### config.mk
export PLATFORM = sky130hd
export DESIGN_NAME = can_rx_accept_fifo_flat
export DESIGN_NICKNAME = d
export VERILOG_FILES = /design/src/rtl/can_rx_accept_fifo_if.sv /design/src/rtl/can_rx_accept_fifo.sv /design/src/flat_wrapper.sv
export SDC_FILE = /design/constraint.sdc
export NUM_CORES = 1
export LEC_CHECK = 0
export ABC_AREA = 1
export BUFFER_PORTS_ARGS = -buffer_cell sky130_fd_sc_hd__buf_2
export CAP_MARGIN = 5
export CORE_MARGIN = 10
export CORE_UTILIZATION = 30
export CTS_CLUSTER_SIZE = 16
export DETAILED_ROUTE_END_ITERATION = 8
export PLACE_DENSITY = 0.44
export SETUP_SLACK_MARGIN = 0.02
export SYNTH_ARGS = -nofsm -noshare
export SYNTH_HDL_FRONTEND = slang
export SYNTH_SLANG_ARGS = --single-unit
### constraint.sdc
create_clock -name clk -period 6.4 [get_ports clk]
set_clock_uncertainty 0.05 [all_clocks]
set_input_delay 1.28 -clock clk [delete_from_list [all_inputs] [get_ports clk]]
set_output_delay 1.28 -clock clk [all_outputs]
set_load 0.01 [all_outputs]
### src/rtl/can_rx_accept_fifo_if.sv
// Frame bus between the CAN receive decoder, the acceptance FIFO and the
// downstream consumer.
//
// Handshake rules:
//   - Input side is a strobe, not a handshake. in_valid is high for exactly
//     one cycle per completed frame and cannot be back-pressured. in_id,
//     in_ext, in_dlc, in_data and in_crc_ok are only meaningful while
//     in_valid=1.
//   - Output side is strict valid/ready. out_valid=1 means out_* hold the
//     oldest stored frame. A transfer happens on every rising edge where
//     out_valid=1 and out_ready=1. out_valid never depends on out_ready.
//     out_ready may be high while out_valid=0; that has no effect.
//   - While out_valid=0, all out_* fields are driven to zero.
interface can_rx_accept_fifo_if #(
  parameter int NUM_FILTERS = 4
);
  localparam int HIT_W = (NUM_FILTERS > 1) ? $clog2(NUM_FILTERS) : 1;

  // Decoder -> FIFO
  logic             in_valid;
  logic [28:0]      in_id;
  logic             in_ext;
  logic [3:0]       in_dlc;
  logic [63:0]      in_data;
  logic             in_crc_ok;

  // FIFO -> consumer
  logic             out_valid;
  logic             out_ready;
  logic [28:0]      out_id;
  logic             out_ext;
  logic [3:0]       out_dlc;
  logic [63:0]      out_data;
  logic [HIT_W-1:0] out_hit;

  // Producer and consumer side: drives frames in, takes frames out
  modport master (
    output in_valid, in_id, in_ext, in_dlc, in_data, in_crc_ok,
    output out_ready,
    input  out_valid, out_id, out_ext, out_dlc, out_data, out_hit
  );

  // FIFO side
  modport slave (
    input  in_valid, in_id, in_ext, in_dlc, in_data, in_crc_ok,
    input  out_ready,
    output out_valid, out_id, out_ext, out_dlc, out_data, out_hit
  );
endinterface

### src/rtl/can_rx_accept_fifo.sv
// CAN receive acceptance filter and frame FIFO.
// The block checks each decoded frame against NUM_FILTERS mask/match filters.
// A frame with a good CRC that hits at least one filter is sanitised and
// stored. The lowest-index hitting filter is stored with the frame. The FIFO
// is show-ahead and is drained by a valid/ready consumer. If an accepted frame
// arrives while the FIFO is full and no pop happens in the same cycle, the
// frame is lost and is counted in a saturating drop counter.
module can_rx_accept_fifo #(
  parameter int NUM_FILTERS = 4,
  parameter int DEPTH       = 8,
  parameter int CNT_W       = 8
) (
  input  logic                       clk,
  input  logic                       rst,
  input  logic                       flush,
  can_rx_accept_fifo_if.slave        bus,
  input  logic [29*NUM_FILTERS-1:0]  flt_id,
  input  logic [29*NUM_FILTERS-1:0]  flt_mask,
  input  logic [NUM_FILTERS-1:0]     flt_ext,
  input  logic [NUM_FILTERS-1:0]     flt_en,
  output logic [$clog2(DEPTH+1)-1:0] count,
  output logic                       drop,
  output logic [CNT_W-1:0]           drop_cnt
);

  localparam int HIT_W   = (NUM_FILTERS > 1) ? $clog2(NUM_FILTERS) : 1;
  localparam int PTR_W   = $clog2(DEPTH);
  localparam int COUNT_W = $clog2(DEPTH+1);

  // Standard frames compare only the 11-bit identifier.
  localparam logic [28:0] STD_ID_BITS = 29'h0000_07FF;
  localparam logic [28:0] EXT_ID_BITS = 29'h1FFF_FFFF;

  typedef struct packed {
    logic [28:0]      id;
    logic             ext;
    logic [3:0]       dlc;
    logic [63:0]      data;
    logic [HIT_W-1:0] hit;
  } entry_t;

  // ------------------------------------------------------------------
  // Acceptance filters
  // ------------------------------------------------------------------
  logic [NUM_FILTERS-1:0] hit_vec;
  logic [28:0]            id_cmp_bits;

  assign id_cmp_bits = bus.in_ext ? EXT_ID_BITS : STD_ID_BITS;

  for (genvar k = 0; k < NUM_FILTERS; k++) begin : g_flt
    logic [28:0] cmp_mask;
    logic [28:0] id_diff;

    assign cmp_mask   = flt_mask[29*k +: 29] & id_cmp_bits;
    assign id_diff    = bus.in_id ^ flt_id[29*k +: 29];
    assign hit_vec[k] = flt_en[k] && (flt_ext[k] == bus.in_ext) &&
                        ((id_diff & cmp_mask) == '0);
  end

  logic             hit_any;
  logic [HIT_W-1:0] hit_idx;

  // Priority encode: the lowest-index hitting filter wins
  always_comb begin
    hit_any = 1'b0;
    hit_idx = '0;
    for (int k = NUM_FILTERS - 1; k >= 0; k--) begin
      if (hit_vec[k]) begin
        hit_any = 1'b1;
        hit_idx = HIT_W'(k);
      end
    end
  end

  // ------------------------------------------------------------------
  // Write-side sanitising
  // ------------------------------------------------------------------
  logic [3:0]  wr_dlc;
  logic [63:0] wr_data;
  entry_t      wr_entry;

  // Clamp dlc to 8 and zero the payload bytes past the stored length
  always_comb begin
    wr_dlc  = (bus.in_dlc > 4'd8) ? 4'd8 : bus.in_dlc;
    wr_data = '0;
    for (int b = 0; b < 8; b++) begin
      if (b < int'(wr_dlc)) begin
        wr_data[63-8*b -: 8] = bus.in_data[63-8*b -: 8];
      end
    end
    wr_entry.id   = bus.in_id;
    wr_entry.ext  = bus.in_ext;
    wr_entry.dlc  = wr_dlc;
    wr_entry.data = wr_data;
    wr_entry.hit  = hit_idx;
  end

  // ------------------------------------------------------------------
  // FIFO control
  // ------------------------------------------------------------------
  logic [PTR_W-1:0]   wr_ptr_q, wr_ptr_d;
  logic [PTR_W-1:0]   rd_ptr_q, rd_ptr_d;
  logic [COUNT_W-1:0] count_q, count_d;
  logic               drop_q, drop_d;
  logic [CNT_W-1:0]   drop_cnt_q, drop_cnt_d;

  logic   accept;
  logic   full;
  logic   head_valid;
  logic   pop;
  logic   push;
  logic   write_en;
  entry_t mem_q [DEPTH];
  entry_t head;

  assign accept     = bus.in_valid & bus.in_crc_ok & hit_any;
  assign full       = (count_q == COUNT_W'(DEPTH));
  assign head_valid = (count_q != '0);
  assign pop        = head_valid & bus.out_ready;
  // When the FIFO is full, a same-cycle pop frees the slot that the push uses.
  assign push       = accept & (~full | pop);

  // Next-state for pointers, occupancy and drop accounting; flush wins
  always_comb begin
    wr_ptr_d   = wr_ptr_q;
    rd_ptr_d   = rd_ptr_q;
    count_d    = count_q;
    drop_d     = 1'b0;
    drop_cnt_d = drop_cnt_q;
    write_en   = 1'b0;
    if (flush) begin
      // A frame that arrives in the same cycle as a flush is discarded,
      // not dropped. drop_cnt keeps its value.
      wr_ptr_d = '0;
      rd_ptr_d = '0;
      count_d  = '0;
    end else begin
      if (push) begin
        write_en = 1'b1;
        wr_ptr_d = wr_ptr_q + PTR_W'(1);
      end
      if (pop) begin
        rd_ptr_d = rd_ptr_q + PTR_W'(1);
      end
      unique case ({push, pop})
        2'b10:   count_d = count_q + COUNT_W'(1);
        2'b01:   count_d = count_q - COUNT_W'(1);
        default: count_d = count_q;
      endcase
      drop_d = accept & full & ~pop;
      if (drop_d && (drop_cnt_q != {CNT_W{1'b1}})) begin
        drop_cnt_d = drop_cnt_q + CNT_W'(1);
      end
    end
  end

  // Control state register, asynchronously cleared
  always_ff @(posedge clk or posedge rst) begin
    if (rst) begin
      wr_ptr_q   <= '0;
      rd_ptr_q   <= '0;
      count_q    <= '0;
      drop_q     <= 1'b0;
      drop_cnt_q <= '0;
    end else begin
      wr_ptr_q   <= wr_ptr_d;
      rd_ptr_q   <= rd_ptr_d;
      count_q    <= count_d;
      drop_q     <= drop_d;
      drop_cnt_q <= drop_cnt_d;
    end
  end

  // Frame storage. It has no reset because an empty FIFO hides every entry.
  always_ff @(posedge clk) begin
    if (write_en) begin
      mem_q[wr_ptr_q] <= wr_entry;
    end
  end

  // ------------------------------------------------------------------
  // Outputs
  // ------------------------------------------------------------------
  assign head = mem_q[rd_ptr_q];

  // Show-ahead head. All fields are zero while the FIFO is empty.
  always_comb begin
    bus.out_valid = head_valid;
    bus.out_id    = '0;
    bus.out_ext   = 1'b0;
    bus.out_dlc   = '0;
    bus.out_data  = '0;
    bus.out_hit   = '0;
    if (head_valid) begin
      bus.out_id   = head.id;
      bus.out_ext  = head.ext;
      bus.out_dlc  = head.dlc;
      bus.out_data = head.data;
      bus.out_hit  = head.hit;
    end
  end

  assign count    = count_q;
  assign drop     = drop_q;
  assign drop_cnt = drop_cnt_q;

endmodule

### src/flat_wrapper.sv
// flat-port wrapper written by rule: the top's interface ports become plain ports
module can_rx_accept_fifo_flat 
#(
  parameter int NUM_FILTERS = 4,
  parameter int DEPTH       = 8,
  parameter int CNT_W       = 8
)
  (clk, rst, flush, flt_id, flt_mask, flt_ext, flt_en, count, drop, drop_cnt, bus_in_valid, bus_in_id, bus_in_ext, bus_in_dlc, bus_in_data, bus_in_crc_ok, bus_out_ready, bus_out_valid, bus_out_id, bus_out_ext, bus_out_dlc, bus_out_data, bus_out_hit);
  can_rx_accept_fifo_if #(.NUM_FILTERS(NUM_FILTERS)) bus_i ();
  input  logic clk;
  input  logic rst;
  input  logic flush;
  input  logic [29*NUM_FILTERS-1:0] flt_id;
  input  logic [29*NUM_FILTERS-1:0] flt_mask;
  input  logic [NUM_FILTERS-1:0] flt_ext;
  input  logic [NUM_FILTERS-1:0] flt_en;
  output logic [$clog2(DEPTH+1)-1:0] count;
  output logic drop;
  output logic [CNT_W-1:0] drop_cnt;
  input wire logic [$bits(bus_i.in_valid)-1:0] bus_in_valid;
  input wire logic [$bits(bus_i.in_id)-1:0] bus_in_id;
  input wire logic [$bits(bus_i.in_ext)-1:0] bus_in_ext;
  input wire logic [$bits(bus_i.in_dlc)-1:0] bus_in_dlc;
  input wire logic [$bits(bus_i.in_data)-1:0] bus_in_data;
  input wire logic [$bits(bus_i.in_crc_ok)-1:0] bus_in_crc_ok;
  input wire logic [$bits(bus_i.out_ready)-1:0] bus_out_ready;
  output wire logic [$bits(bus_i.out_valid)-1:0] bus_out_valid;
  output wire logic [$bits(bus_i.out_id)-1:0] bus_out_id;
  output wire logic [$bits(bus_i.out_ext)-1:0] bus_out_ext;
  output wire logic [$bits(bus_i.out_dlc)-1:0] bus_out_dlc;
  output wire logic [$bits(bus_i.out_data)-1:0] bus_out_data;
  output wire logic [$bits(bus_i.out_hit)-1:0] bus_out_hit;
  assign bus_i.in_valid = bus_in_valid;
  assign bus_i.in_id = bus_in_id;
  assign bus_i.in_ext = bus_in_ext;
  assign bus_i.in_dlc = bus_in_dlc;
  assign bus_i.in_data = bus_in_data;
  assign bus_i.in_crc_ok = bus_in_crc_ok;
  assign bus_i.out_ready = bus_out_ready;
  assign bus_out_valid = bus_i.out_valid;
  assign bus_out_id = bus_i.out_id;
  assign bus_out_ext = bus_i.out_ext;
  assign bus_out_dlc = bus_i.out_dlc;
  assign bus_out_data = bus_i.out_data;
  assign bus_out_hit = bus_i.out_hit;
  can_rx_accept_fifo #(.NUM_FILTERS(NUM_FILTERS), .DEPTH(DEPTH), .CNT_W(CNT_W)) u_core (.clk(clk), .rst(rst), .flush(flush), .bus(bus_i), .flt_id(flt_id), .flt_mask(flt_mask), .flt_ext(flt_ext), .flt_en(flt_en), .count(count), .drop(drop), .drop_cnt(drop_cnt));
endmodule
==> reports/qor.tcl <==
set qor(setup_tns_ns) 0
set qor(cts_buffers) 93
set qor(place.port_buffers) 457
set qor(netlist_area_mm2) 0.03517
set qor(cell_internal_pwr_mw) 10.28
set qor(rr_endpoint) {u_core.mem_q[6][29]$_DFFE_PP_}
set qor(cp_max_fo) 156
set qor(clock_tree.root_cell) {clkbuf_16}
set qor(ys_top_cells_by_area) {edfxtp_1 (68%), nor2_1 (7.8%), o21ai_0 (7.3%), nand2_1 (4.3%), inv_1 (2.2%)}
set qor(worst_setup_margin_ns) 1.240
set qor(netlist.area_leader.share) 0.6830
set qor(cts_hold_buffers_added) 0
set qor(maximum_single_stage_delay_on_the_critical_path_ns) 0.73
set qor(core.rowCount) 125
set qor(drv.max_cap_violation_count) 0
set qor(initial_utilization) 0.3023
set qor(layout_worst_path_cycle_share) 0.8062
set qor(timing.critical_path.arrival_ns) 3.83
set qor(placement_setup_slack_ns) 1.251
set qor(detail_route.wirelength_um) 116200
set qor(min-delay-start) {u_core.drop_cnt[0]$_DFFE_PP0P_}
set qor(power_switching_mw) 5.641
set qor(die_width_um) 362.4
set qor(synth.ff_latch_count) 819
set qor(yosys.area.top_type) {edfxtp_1}
set qor(clk_pin_slew_worst_paths_ns) 0.06
set qor(synth_top_flop_cell) {edfxtp_1}
set qor(resized_after_cts) 0
set qor(drcViolationCount) 0
set qor(drtPass1Iterations) 5
set qor(finalWeightedCongestion) 0.8544
set qor(post-synth-top-count-cell) {edfxtp_1}
set qor(synth_cell_type_count) 36
set qor(post_synth_inst_count) 3225
set qor(first_iter_violations) 1636
set qor(ir_drop_mv) 0.2816
set qor(power_density_mw_per_mm2) 376.2
set qor(fp.dieArea_mm2) 0.1313
set qor(finish.utilization) 0.3636
set qor(power.clock.fraction) 0.324
set qor(yosysSeqAreaShare) 0.6965
set qor(pin_count) 458
set qor(hold_violation_total_from_the_final_report) 0
set qor(critical_path_top_delay_cell) {inv_8}
set qor(cp-end-kind) {primary output}
set qor(finish.net_count) 3992
set qor(cts_max_level) 3
set qor(asyncSetResetFlopFracSynth) 0.02320
set qor(leakage_nw) 16.18
set qor(fin_crit_ns) 5.160
set qor(dp_hpwl_um) 72190
set qor(grt.total_usage) 0.1714
set qor(start_kind) {register}
set qor(yosysWarnings) 0
set qor(cp_data_required_time_ns) 5.07
set qor(layout-area-overhead-vs-synth_pct) 20.31
set qor(cell_chain_of_the_critical_path) {inv_8 > buf_4 > o21ai_0 > o22ai_1 > o21ai_0 > a31oi_1 > buf_2}
set qor(initial_antenna_violation_count) 16
set qor(worst_hold_path_type) {register to register}
set qor(power_frac_seq) 0.377
set qor(rr_startpoint) {u_core.count[0]$_DFFE_PP0P_}
set qor(path_class) {register to primary output}
set qor(rsz0062_at_grt) {no}
set qor(final-max-slew-violation-count) 0
set qor(result_of_the_run) {completed}
set qor(tritoncts) {built}
set qor(maxClockFrequency_ghz) 0.1938
set qor(switching_share) 0.3544
set qor(worstPathBufferInverterCount) 3
set qor(cts_sinks) 819
set qor(synth.cells.most_frequent) {edfxtp_1 (800), nor2_1 (731), o21ai_0 (512)}
set qor(synth_enable_flop_cells) 800
set qor(avgSynthCellArea_um2) 10.91
set qor(combPwrFrac) 0.299
set qor(tightest_slew_ns) 1.151
set qor(max_slew_headroom) 0.2330
set qor(cts.path.max_buffers) 3
set qor(antenna_violating_nets_post_route) 0
set qor(worst_path_most_repeated_cell) {o21ai_0}
set qor(worst_skew_pair.late_latency_ns) 0.66
set qor(setup.reg_to_reg.worst_slack_ns) 3.59
set qor(post_cts.repair.setup_buffers) 0
set qor(vias_per_cell) 4.775
set qor(core_ar_mm2) 0.1164
set qor(chipHeight_um) 362.4
set qor(gr-total-overflow) 0
set qor(post_route_cells_drive_above_1_share) 0.1832
set qor(min_delay_worst_endpoint) {u_core.drop_cnt[0]$_DFFE_PP0P_}
set qor(maximum_number_of_pins_on_one_net_before_global_route_repair) 186
set qor(crit_family) {buffers and inverters}
set qor(layout.filler_cells) 11670
set qor(wire_length_of_the_first_global_routing_pass_um) 170600
set qor(post_drt_wl_per_cell_um) 22.16
set qor(hold_path_depth) 1
set qor(dr_total_vias) 25040
set qor(r2r.worst_path.cells) 7
set qor(via_count_of_the_first_global_routing_pass) 25140
set qor(synthesis.nets) 3575
set qor(setup_violations) 0
==> cell usage in the layout, fill, tap and decap left out, types with 14 or more instances in the layout <==
master and instances:
edfxtp_1 800, nand4_1 14, clkbuf_16 95, buf_2 457, nand2_1 400, nand3_1 62
inv_1 204, o21ai_0 512, clkinv_1 16, or2_2 22, a31oi_1 100, clkinv_2 19
clkbuf_1 21, nor2_1 723, dfrtp_1 17, xor2_1 21, o22ai_1 101, buf_4 21
buf_12 21
==> metrics by stage <==
stage / hold WS [ns] / total power [mW] / instance area (µm²) / instances
global placement: 0.4659 / 11.07 / 39360 / 5071
CTS: 0.4803 / 16.28 / 42310 / 5241
detailed placement: 0.4661 / 11.07 / 39360 / 5071
finish: 0.4856 / 15.92 / 42310 / 5243
global route: 0.4930 / 16.86 / 42310 / 5241
floorplan: 0.4687 / 8.774 / 35180 / 3225
==> registers in the layout, summed over array words and instances (netlist names) <==
signal           count
u_core.count         4
u_core.drop          1
u_core.drop_cnt      8
u_core.mem_q       800
u_core.rd_ptr_q      3
u_core.wr_ptr_q      3
==> worst register-to-register path, cell delays in order, from the launching register on <==
cell     delay, ns
dfrtp_1       0.46
or3_1         0.18
nor3_1        0.08
inv_1         0.09
nand4_1       0.12
or2_1         0.39
nor2_4        0.71
buf_12        0.33
==> kinds of logic after synthesis <==
group / after synthesis / share of synthesized area
buffers and inverters: 390 / 0.04212
AO/OA/AOI/OAI: 732 / 0.1119
flip-flops: 819 / 0.6965
XOR/XNOR: 25 / 0.006225
AND/OR/NAND/NOR: 1253 / 0.1409
adder cells (fa/ha/maj): 6 / 0.002348
==> power groups by stage <==
stage	clock network, mW	logic [mW]	registers, mW
6_report	5.16	4.75	6.00
5_1_grt	5.53	5.32	6.00
4_1_cts	5.32	4.96	6.00
3_5_place_dp	0	4.95	6.12
3_3_place_gp	0	4.96	6.12
2_1_floorplan	0	2.73	6.04
==> area by class of cell <==
cell class                      count  area (µm²)  share of cell area
Multi-Input combinational cell   2016        9264              0.2189
Antenna cell                        2       5.005           0.0001183
Timing Repair Buffer              499        2865             0.06771
Sequential cell                   819       24510              0.5791
Clock buffer                      119        2497             0.05902
Inverter                          213       819.5             0.01937
Clock inverter                     51       450.4             0.01064
Tap cell                         1524        1907             0.04506
==> layer usage <==
metal	wire [µm]	track usage	up-vias	share of wire
met4	2138	0.04100	14	0.018
met3	6900	0.03736	131	0.059
li1	-	-	12110	-
met1	49710	0.2143	12100	0.43
met5	85	0	-	0.00073
met2	57350	0.2993	691	0.49
==> worst max-delay path by stage <==
| stage | slack, ns | depth (start not counted) | start | to |
|---|---|---|---|---|
| 5_1_grt | 0.93 | 7 | u_core.rd_ptr_q[0]$_DFFE_PP0P_ | bus_out_data[37] |
| 3_5_place_dp | 1.25 | 16 | bus_in_ext | u_core.mem_q[5][90]$_DFFE_PP_ |
| 3_3_place_gp | 1.31 | 16 | bus_in_ext | u_core.mem_q[5][90]$_DFFE_PP_ |
| 6_report | 1.24 | 7 | u_core.rd_ptr_q[0]$_DFFE_PP0P_ | bus_out_id[15] |
| 4_1_cts | 1.11 | 7 | u_core.rd_ptr_q[0]$_DFFE_PP0P_ | bus_out_data[37] |
| 2_1_floorplan | -0.94 | 12 | bus_in_ext | u_core.mem_q[0][0]$_DFFE_PP_ |
Power figures use the tool's default switching activity.
